## config.mk

```make
export PLATFORM = sky130hd
export DESIGN_NAME = game_turn_ctrl_flat
export DESIGN_NICKNAME = d
export VERILOG_FILES = /design/src/rtl/game_turn_ctrl_if.sv /design/src/rtl/game_turn_ctrl.sv /design/src/flat_wrapper.sv
export SDC_FILE = /design/constraint.sdc
export NUM_CORES = 1
export LEC_CHECK = 0
export CORE_MARGIN = 2
export CORE_UTILIZATION = 54
export DETAILED_ROUTE_END_ITERATION = 12
export PLACE_DENSITY = 0.82
export SLEW_MARGIN = 10
export SYNTH_ARGS = -nofsm -noshare
export SYNTH_HDL_FRONTEND = slang
export SYNTH_SLANG_ARGS = --single-unit
```

## constraint.sdc

```tcl
create_clock -name clk -period 2.9 [get_ports clk]
set_input_delay 0.29 -clock clk [delete_from_list [all_inputs] [get_ports clk]]
set_output_delay 0.29 -clock clk [all_outputs]
set_load 0.05 [all_outputs]
```

## src/rtl/game_turn_ctrl_if.sv

```systemverilog
// Shared side/judger encodings, plus the bus bundle that connects game_turn_ctrl
// to the input handler, the game_judger and the board-RAM write port.
`ifndef SIDE_RED
`define SIDE_RED 1'b0
`endif
`ifndef SIDE_GREEN
`define SIDE_GREEN 1'b1
`endif
`ifndef JUDGER_INVALID
`define JUDGER_INVALID 2'd0
`endif
`ifndef JUDGER_VALID
`define JUDGER_VALID 2'd1
`endif
`ifndef JUDGER_WIN
`define JUDGER_WIN 2'd2
`endif

interface game_turn_ctrl_if;
    // move request handshake with the input handler
    logic       move_valid;
    logic [5:0] move_pos;
    logic       move_ready;
    logic       move_ack;
    logic [1:0] move_status;
    // game_judger en/done handshake
    logic       judge_en;
    logic       judge_color;
    logic [5:0] judge_pos;
    logic [1:0] judge_result;
    logic       judge_done;
    // board RAM write port
    logic       ram_we;
    logic [5:0] ram_wr_addr;
    logic [1:0] ram_wr_data;

    // controller view
    modport master (
        input  move_valid, move_pos, judge_result, judge_done,
        output move_ready, move_ack, move_status,
        output judge_en, judge_color, judge_pos,
        output ram_we, ram_wr_addr, ram_wr_data
    );

    // environment view (input handler, judger, RAM)
    modport slave (
        output move_valid, move_pos, judge_result, judge_done,
        input  move_ready, move_ack, move_status,
        input  judge_en, judge_color, judge_pos,
        input  ram_we, ram_wr_addr, ram_wr_data
    );
endinterface

```

## src/rtl/game_turn_ctrl.sv

```systemverilog
// Turn sequencer for one game on the 8x8 board: clears the board RAM,
// accepts moves, drives the judger, writes stones and declares win/draw.
module game_turn_ctrl #(
    parameter logic FIRST_SIDE = `SIDE_RED,
    parameter int   TIMEOUT_W  = 8
) (
    input  logic              clk,
    input  logic              rst,
    input  logic              new_game,
    game_turn_ctrl_if.master  bus,
    output logic              cur_side,
    output logic [6:0]        move_count,
    output logic              game_over,
    output logic              winner_valid,
    output logic              winner_side,
    output logic              judge_timeout
);

    typedef enum logic [2:0] {
        S_CLEAR,
        S_IDLE,
        S_JUDGE,
        S_RELEASE,
        S_WRITE,
        S_ACK,
        S_OVER
    } state_t;

    state_t               state_reg, state_next;
    logic [5:0]           clr_addr_reg, clr_addr_next;
    logic [5:0]           pos_reg, pos_next;
    logic [1:0]           result_reg, result_next;
    logic [TIMEOUT_W-1:0] wd_reg, wd_next;
    logic                 side_reg, side_next;
    logic [6:0]           count_reg, count_next;
    logic                 win_valid_reg, win_valid_next;
    logic                 win_side_reg, win_side_next;
    logic                 timeout_reg, timeout_next;

    // State and datapath registers; reset aborts any judge in flight.
    always_ff @(posedge clk) begin
        if (rst) begin
            state_reg     <= S_CLEAR;
            clr_addr_reg  <= 6'd0;
            pos_reg       <= 6'd0;
            result_reg    <= `JUDGER_INVALID;
            wd_reg        <= '0;
            side_reg      <= FIRST_SIDE;
            count_reg     <= 7'd0;
            win_valid_reg <= 1'b0;
            win_side_reg  <= 1'b0;
            timeout_reg   <= 1'b0;
        end else begin
            state_reg     <= state_next;
            clr_addr_reg  <= clr_addr_next;
            pos_reg       <= pos_next;
            result_reg    <= result_next;
            wd_reg        <= wd_next;
            side_reg      <= side_next;
            count_reg     <= count_next;
            win_valid_reg <= win_valid_next;
            win_side_reg  <= win_side_next;
            timeout_reg   <= timeout_next;
        end
    end

    // Next-state and output decode for the turn sequence.
    always_comb begin
        state_next       = state_reg;
        clr_addr_next    = clr_addr_reg;
        pos_next         = pos_reg;
        result_next      = result_reg;
        wd_next          = wd_reg;
        side_next        = side_reg;
        count_next       = count_reg;
        win_valid_next   = win_valid_reg;
        win_side_next    = win_side_reg;
        timeout_next     = timeout_reg;
        bus.move_ready   = 1'b0;
        bus.move_ack     = 1'b0;
        bus.move_status  = 2'b00;
        bus.judge_en     = 1'b0;
        bus.ram_we       = 1'b0;
        bus.ram_wr_addr  = 6'd0;
        bus.ram_wr_data  = 2'b00;

        case (state_reg)
            S_CLEAR: begin
                bus.ram_we      = 1'b1;
                bus.ram_wr_addr = clr_addr_reg;
                clr_addr_next   = clr_addr_reg + 6'd1;
                if (clr_addr_reg == 6'd63) begin
                    state_next = S_IDLE;
                end
            end
            S_IDLE: begin
                bus.move_ready = 1'b1;
                if (new_game) begin
                    state_next     = S_CLEAR;
                    clr_addr_next  = 6'd0;
                    side_next      = FIRST_SIDE;
                    count_next     = 7'd0;
                    win_valid_next = 1'b0;
                    timeout_next   = 1'b0;
                end else if (bus.move_valid) begin
                    pos_next   = bus.move_pos;
                    wd_next    = '0;
                    state_next = S_JUDGE;
                end
            end
            S_JUDGE: begin
                bus.judge_en = 1'b1;
                // done wins over the watchdog when both land in the same cycle
                if (bus.judge_done) begin
                    result_next = bus.judge_result;
                    state_next  = S_RELEASE;
                end else if (wd_reg == {TIMEOUT_W{1'b1}}) begin
                    timeout_next = 1'b1;
                    result_next  = `JUDGER_INVALID;
                    state_next   = S_RELEASE;
                end else begin
                    wd_next = wd_reg + TIMEOUT_W'(1);
                end
            end
            S_RELEASE: begin
                // hold en low until the judger drops done so it can re-arm
                if (!bus.judge_done) begin
                    if (result_reg == `JUDGER_VALID || result_reg == `JUDGER_WIN) begin
                        state_next = S_WRITE;
                    end else begin
                        state_next = S_ACK;
                    end
                end
            end
            S_WRITE: begin
                bus.ram_we      = 1'b1;
                bus.ram_wr_addr = pos_reg;
                bus.ram_wr_data = (side_reg == `SIDE_RED) ? 2'b10 : 2'b01;
                state_next      = S_ACK;
            end
            S_ACK: begin
                bus.move_ack = 1'b1;
                if (result_reg == `JUDGER_WIN) begin
                    bus.move_status = 2'b10;
                    win_valid_next  = 1'b1;
                    win_side_next   = side_reg;
                    count_next      = count_reg + 7'd1;
                    state_next      = S_OVER;
                end else if (result_reg == `JUDGER_VALID) begin
                    count_next = count_reg + 7'd1;
                    if (count_reg == 7'd63) begin
                        // board full: draw
                        bus.move_status = 2'b11;
                        state_next      = S_OVER;
                    end else begin
                        bus.move_status = 2'b00;
                        side_next       = ~side_reg;
                        state_next      = S_IDLE;
                    end
                end else begin
                    bus.move_status = 2'b01;
                    state_next      = S_IDLE;
                end
            end
            S_OVER: begin
                if (new_game) begin
                    state_next     = S_CLEAR;
                    clr_addr_next  = 6'd0;
                    side_next      = FIRST_SIDE;
                    count_next     = 7'd0;
                    win_valid_next = 1'b0;
                    timeout_next   = 1'b0;
                end
            end
            default: begin
                state_next = S_CLEAR;
            end
        endcase
    end

    assign bus.judge_color = side_reg;
    assign bus.judge_pos   = pos_reg;
    assign cur_side        = side_reg;
    assign move_count      = count_reg;
    assign game_over       = (state_reg == S_OVER);
    assign winner_valid    = win_valid_reg;
    assign winner_side     = win_side_reg;
    assign judge_timeout   = timeout_reg;

endmodule

```

## src/flat_wrapper.sv

```systemverilog
// flat-port wrapper written by rule: the top's interface ports become plain ports
module game_turn_ctrl_flat 
#(
    parameter logic FIRST_SIDE = `SIDE_RED,
    parameter int   TIMEOUT_W  = 8
)
  (clk, rst, new_game, cur_side, move_count, game_over, winner_valid, winner_side, judge_timeout, bus_move_valid, bus_move_pos, bus_judge_result, bus_judge_done, bus_move_ready, bus_move_ack, bus_move_status, bus_judge_en, bus_judge_color, bus_judge_pos, bus_ram_we, bus_ram_wr_addr, bus_ram_wr_data);
  game_turn_ctrl_if bus_i ();
  input  logic clk;
  input  logic rst;
  input  logic new_game;
  output logic cur_side;
  output logic [6:0] move_count;
  output logic game_over;
  output logic winner_valid;
  output logic winner_side;
  output logic judge_timeout;
  input wire logic [$bits(bus_i.move_valid)-1:0] bus_move_valid;
  input wire logic [$bits(bus_i.move_pos)-1:0] bus_move_pos;
  input wire logic [$bits(bus_i.judge_result)-1:0] bus_judge_result;
  input wire logic [$bits(bus_i.judge_done)-1:0] bus_judge_done;
  output wire logic [$bits(bus_i.move_ready)-1:0] bus_move_ready;
  output wire logic [$bits(bus_i.move_ack)-1:0] bus_move_ack;
  output wire logic [$bits(bus_i.move_status)-1:0] bus_move_status;
  output wire logic [$bits(bus_i.judge_en)-1:0] bus_judge_en;
  output wire logic [$bits(bus_i.judge_color)-1:0] bus_judge_color;
  output wire logic [$bits(bus_i.judge_pos)-1:0] bus_judge_pos;
  output wire logic [$bits(bus_i.ram_we)-1:0] bus_ram_we;
  output wire logic [$bits(bus_i.ram_wr_addr)-1:0] bus_ram_wr_addr;
  output wire logic [$bits(bus_i.ram_wr_data)-1:0] bus_ram_wr_data;
  assign bus_i.move_valid = bus_move_valid;
  assign bus_i.move_pos = bus_move_pos;
  assign bus_i.judge_result = bus_judge_result;
  assign bus_i.judge_done = bus_judge_done;
  assign bus_move_ready = bus_i.move_ready;
  assign bus_move_ack = bus_i.move_ack;
  assign bus_move_status = bus_i.move_status;
  assign bus_judge_en = bus_i.judge_en;
  assign bus_judge_color = bus_i.judge_color;
  assign bus_judge_pos = bus_i.judge_pos;
  assign bus_ram_we = bus_i.ram_we;
  assign bus_ram_wr_addr = bus_i.ram_wr_addr;
  assign bus_ram_wr_data = bus_i.ram_wr_data;
  game_turn_ctrl #(.FIRST_SIDE(FIRST_SIDE), .TIMEOUT_W(TIMEOUT_W)) u_core (.clk(clk), .rst(rst), .new_game(new_game), .bus(bus_i), .cur_side(cur_side), .move_count(move_count), .game_over(game_over), .winner_valid(winner_valid), .winner_side(winner_side), .judge_timeout(judge_timeout));
endmodule
```

# Yosys cells after proc, flatten, opt, wreduce, memory -nomap -nowiden

Cells that the tools add are included.

Word-level logic and storage cells: 107
Output and inout bits: 33
Flip-flop bits (word level): 36
Input bits: 13

Bitwise operators: 2
Reductions and logical operators: 19
Equal/unequal tests: 27
Add/subtract/negate cells: 3
Mux-type cells: 46

Operators by type and width:

| cell                | number |
|---|---|
| $mux 8              | 4 |
| $mux 3              | 10 |
| $pmux 6 s2          | 2 |
| $mux 7              | 3 |
| $pmux 3 s7          | 1 |
| $mux 2              | 8 |
| $ne 2x2->1 const B  | 8 |
| $pmux 8 s2          | 1 |
| $reduce_and 5->1    | 3 |
| $pmux 7 s2          | 1 |
| $mux 1              | 12 |
| $ne 2x1->1 const B  | 5 |
| $reduce_bool 2->1   | 5 |
| $eq 3x3->1 const B  | 3 |
| $reduce_and 3->1    | 3 |
| $add 8x1->8 const B | 1 |
| $eq 8x8->1 const B  | 1 |
| $add 7x1->7 const B | 1 |
| $eq 7x6->1 const B  | 1 |
| $add 6x1->6 const B | 1 |
| $eq 3x2->1 const B  | 2 |
| $eq 6x6->1 const B  | 1 |
| $mux 6              | 1 |
| $pmux 1 s2          | 3 |
| other kinds (12)    | 16 |

# Longest topological paths before layout

Depth after elaboration: 5
Mapped depth: 7
Depth with buffers taken out: 6

# Least setup slack after synthesis

No wires, ideal clock.

Path kind: register to register
Start: reg u_core.state_reg[0]
End: reg u_core.pos_reg[1] (netlist: u_core.bus.judge_pos[1])
Arrival time: 2.586 ns
Path slack: 0.186 ns
Data required time: 2.772 ns
Cell stages (with the launch flop): 7
Library setup time: 0.128 ns
Path buffers: 2
Clock period less this slack: 2.714 ns
Cells stage by stage: dfxtp_1 -> buf_6 -> nor3b_1 -> nand3_1 -> buf_1 -> mux2i_1 -> nor2_1

Longest elaborated chain between the ends: 2

Ends and longest elaborated chain:

| item                              | line                 | source |
|---|---|---|
| start, declared                   | game_turn_ctrl.sv:29 | `state_t state_reg, state_next;` |
| start signal, assigned            | game_turn_ctrl.sv:54 | `state_reg <= state_next;` |
| $eq 3x1->1                        | game_turn_ctrl.sv:87 | `case (state_reg)` |
| $reduce_and 3->1 (no source line) | --                   |  |
| end signal, assigned              | game_turn_ctrl.sv:56 | `pos_reg <= pos_next;` |
| end, declared                     | game_turn_ctrl.sv:31 | `logic [5:0] pos_reg, pos_next;` |

Every way passes these cells.
A chain may end at the register's enable or synchronous reset.

# Worst setup path in the final report

Start: reg u_core.state_reg[0]
End: out bus_move_ready

Longest elaborated chain between the ends: 2

Ends and longest elaborated chain:

| item          | line                 | source |
|---|---|---|
| $eq 3x1->1    | game_turn_ctrl.sv:87 |  |
| $mux 1        | game_turn_ctrl.sv:87 |  |
| end, declared | flat_wrapper.sv:22   | `output wire logic [$bits(bus_i.move_ready)-1:0] bus_move_ready;` |

Every way passes these cells.

==> results.tsv <==
metric	value	unit
ctsHoldBuffers	0	
finalHoldViolCount	0	
dr.pass1.iters	4	
wl	4720	um
hp-start	u_core.winner_side	
drtIter0Drc	142	
dp_slack	0.552	ns
grt_use_total	23.5	%
syn_avg_cell_area	8.13	um2
post_cts_buffers	0	
r2r_end	u_core.clr_addr_reg[5]	
grt_remaining_overflow	0	
start_kind	flop	
setup_tns	0	ns
whs_endpoint	u_core.winner_side	
cts_sinks	36	
grt_pass1_vias	1748	
finalWeightedCongestion	0.899	
detail-route-antenna-nets	0	
io_pins	46	
power_leakage	0.921	nW
layout_setup_ws	0.267	ns
cts-root-buf	clkbuf_8	
coreArea	3660	um2
yosysWarnings	0	
grt_max_degree	22	
setup_viol	0	
h-tree-depth	2	
synthDominantCellAreaShare	35.1	%
worstSetupPathType	reg -> out	
die_x	65.7	um
start_util	56.2	%
cts_tree	built	
slew_viol_final	0	
min_path_cells	2	
viasPerCell	5.80	
port_buffers	45	
yosysSeqAreaShare	35.1	%
hp-class	reg -> reg	
ys.flop_type	dfxtp_1	
r2r_setup_slack	0.72	ns
antenna_found_initial	0	
drive_gt1_share	6.12	%
syn_area	2060	um2
grt_pass1_wl	8050	um
synth_top_cell_by_area	dfxtp_1	
area_growth	26.5	%
rows	22	
dp_hpwl	3380	um
clockBufferDepth	2	
fmax	380	MHz
crit_start	u_core.state_reg[0]	
worstPathMaxFanout	19	
drv_cap	0	
tightest_slew	0.742	ns
drcViolationCount	0	
critPathArrivalTime	2.34	ns
synth_fp_nets	271	
cts_made_buffers	5	
antenna_cells	0	
cp.required	2.61	ns
largest_register_ffs	8	
worst_clock_skew	0.00445	ns
r2r_cells	5	
nets	311	
p_total	0.000946	W
end_kind	output pin	
vias	1982	
synth.area.top_cells	dfxtp_1, mux2i_1, a21oi_1	
finalCritPeriodShare	90.8	%
synthDistinctLibCells	51	
ys_ff_latch	36	
p_per_area	364	nW/um2
synth_cells	253	
synth_edf_count	0	
ys_async_sr_fraction	0	%
fin_crit	2.63	ns
cts.repair.resized	0	
die_y	65.7	um
clk_pin_slew	0.07	ns
ir_worst_vdd	0.265	mV
worst_skew_pair.late_latency	0.28	ns
wire_per_inst	13.8	um
rsz0062_at_grt	no	
die_area	4320	um2
status	complete, no violations	
r2r_start	u_core.state_reg[2]	
maxSlewHeadroom	50.4	%
==> report_power, final <==
| group | internal, W | switching (W) | total [W] | leakage [nW] |
|---|---|---|---|---|
| sequential | 0.000498 | 0.00000641 | 0.000505 | 0.290 |
| combinational | 0.0000335 | 0.0000403 | 0.0000739 | 0.585 |
| clock | 0.000194 | 0.000174 | 0.000368 | 0.0455 |
| total | 0.000726 | 0.000221 | 0.000946 | 0.921 |
==> synth_stat cells (2+ instances only) <==
cell / instances
a311oi_1: 2
mux2i_1: 15
buf_1: 2
o21a_1: 2
nor2b_1: 3
inv_1: 7
nor3_1: 5
nor4bb_1: 2
nor3b_1: 2
nand3_1: 18
and3b_1: 2
and3_1: 5
or2_2: 2
a31oi_1: 5
o21ai_0: 9
a22oi_1: 2
nand3b_1: 3
nand4_1: 2
nor2_1: 21
ha_1: 5
dfxtp_1: 36
or4_1: 4
or3_1: 7
o211ai_1: 5
a21oi_1: 26
nand2b_1: 4
or3b_2: 2
a211oi_1: 4
buf_6: 3
nand2_1: 18
clkbuf_1: 10
==> metrics by stage <==
stage          instance area [um2]  hold slack [ns]  cells  util [%]
6_report                      2600            0.461    342      71.0
5_1_grt                       2600            0.477    342      71.0
3_5_place_dp                  2510            0.451    334      68.6
4_1_cts                       2600            0.461    342      71.0
2_1_floorplan                 2060            0.434    253         -
3_3_place_gp                  2510            0.445    334      68.6
==> worst max-delay path, stage by stage (launching register included) <==
cell and delay [ns]:
dfxtp_1 0.65, nor3b_1 0.51, clkdlybuf4s50_1 0.90
==> kinds of logic (layout without fill, tap and decap cells) <==
group,count (synthesis),after routing,share of synthesized area [%]
buf+inv,25,66,5.90
flops,36,36,35.1
fa+ha+maj,5,5,3.04
mux,15,15,7.30
xor+xnor,1,1,0.426
compound gates,63,63,18.8
simple gates,108,108,29.5
==> layout by cell type (no fill, tap or decap), types with 5 or more instances in the layout <==
cell type / instances
clkdlybuf4s50_1: 44
a21oi_1: 26
clkbuf_8: 6
o21ai_0: 9
nand3_1: 18
ha_1: 5
or3_1: 7
a31oi_1: 5
inv_1: 7
o211ai_1: 5
nand2_1: 18
dfxtp_1: 36
mux2i_1: 15
and3_1: 5
nor3_1: 5
nor2_1: 21
buf_4: 6
==> how the worst max path moves through the flow <==
stage,endpoint,slack [ns],cells past startpoint
after floorplan,u_core.bus.judge_pos[1],0.19,6
after global placement,bus_move_ready,0.59,2
after detailed placement,bus_move_ready,0.55,2
after CTS,bus_move_ready,0.24,2
after global routing,bus_move_ready,0.02,2
final,bus_move_ready,0.27,2
==> routing by layer <==
| metal | wire (um) | up-vias | global-route usage, % |
|---|---|---|---|
| met5 | 0 | - | 0 |
| met4 | 73 | 0 | 7.03 |
| met3 | 206 | 8 | 5.31 |
| met2 | 2130 | 51 | 37.0 |
| met1 | 2320 | 909 | 32.1 |
| li1 | - | 1014 | - |
==> area by class of cell <==
type	count	area, um2
multi-input cells	192	1210
fillers	311	1060
repair buffers	50	485
clock buffers	8	90.1
well taps	48	60.1
inverters	8	30.0
flip-flops and latches	36	721
Power figures use the tool's default switching activity.
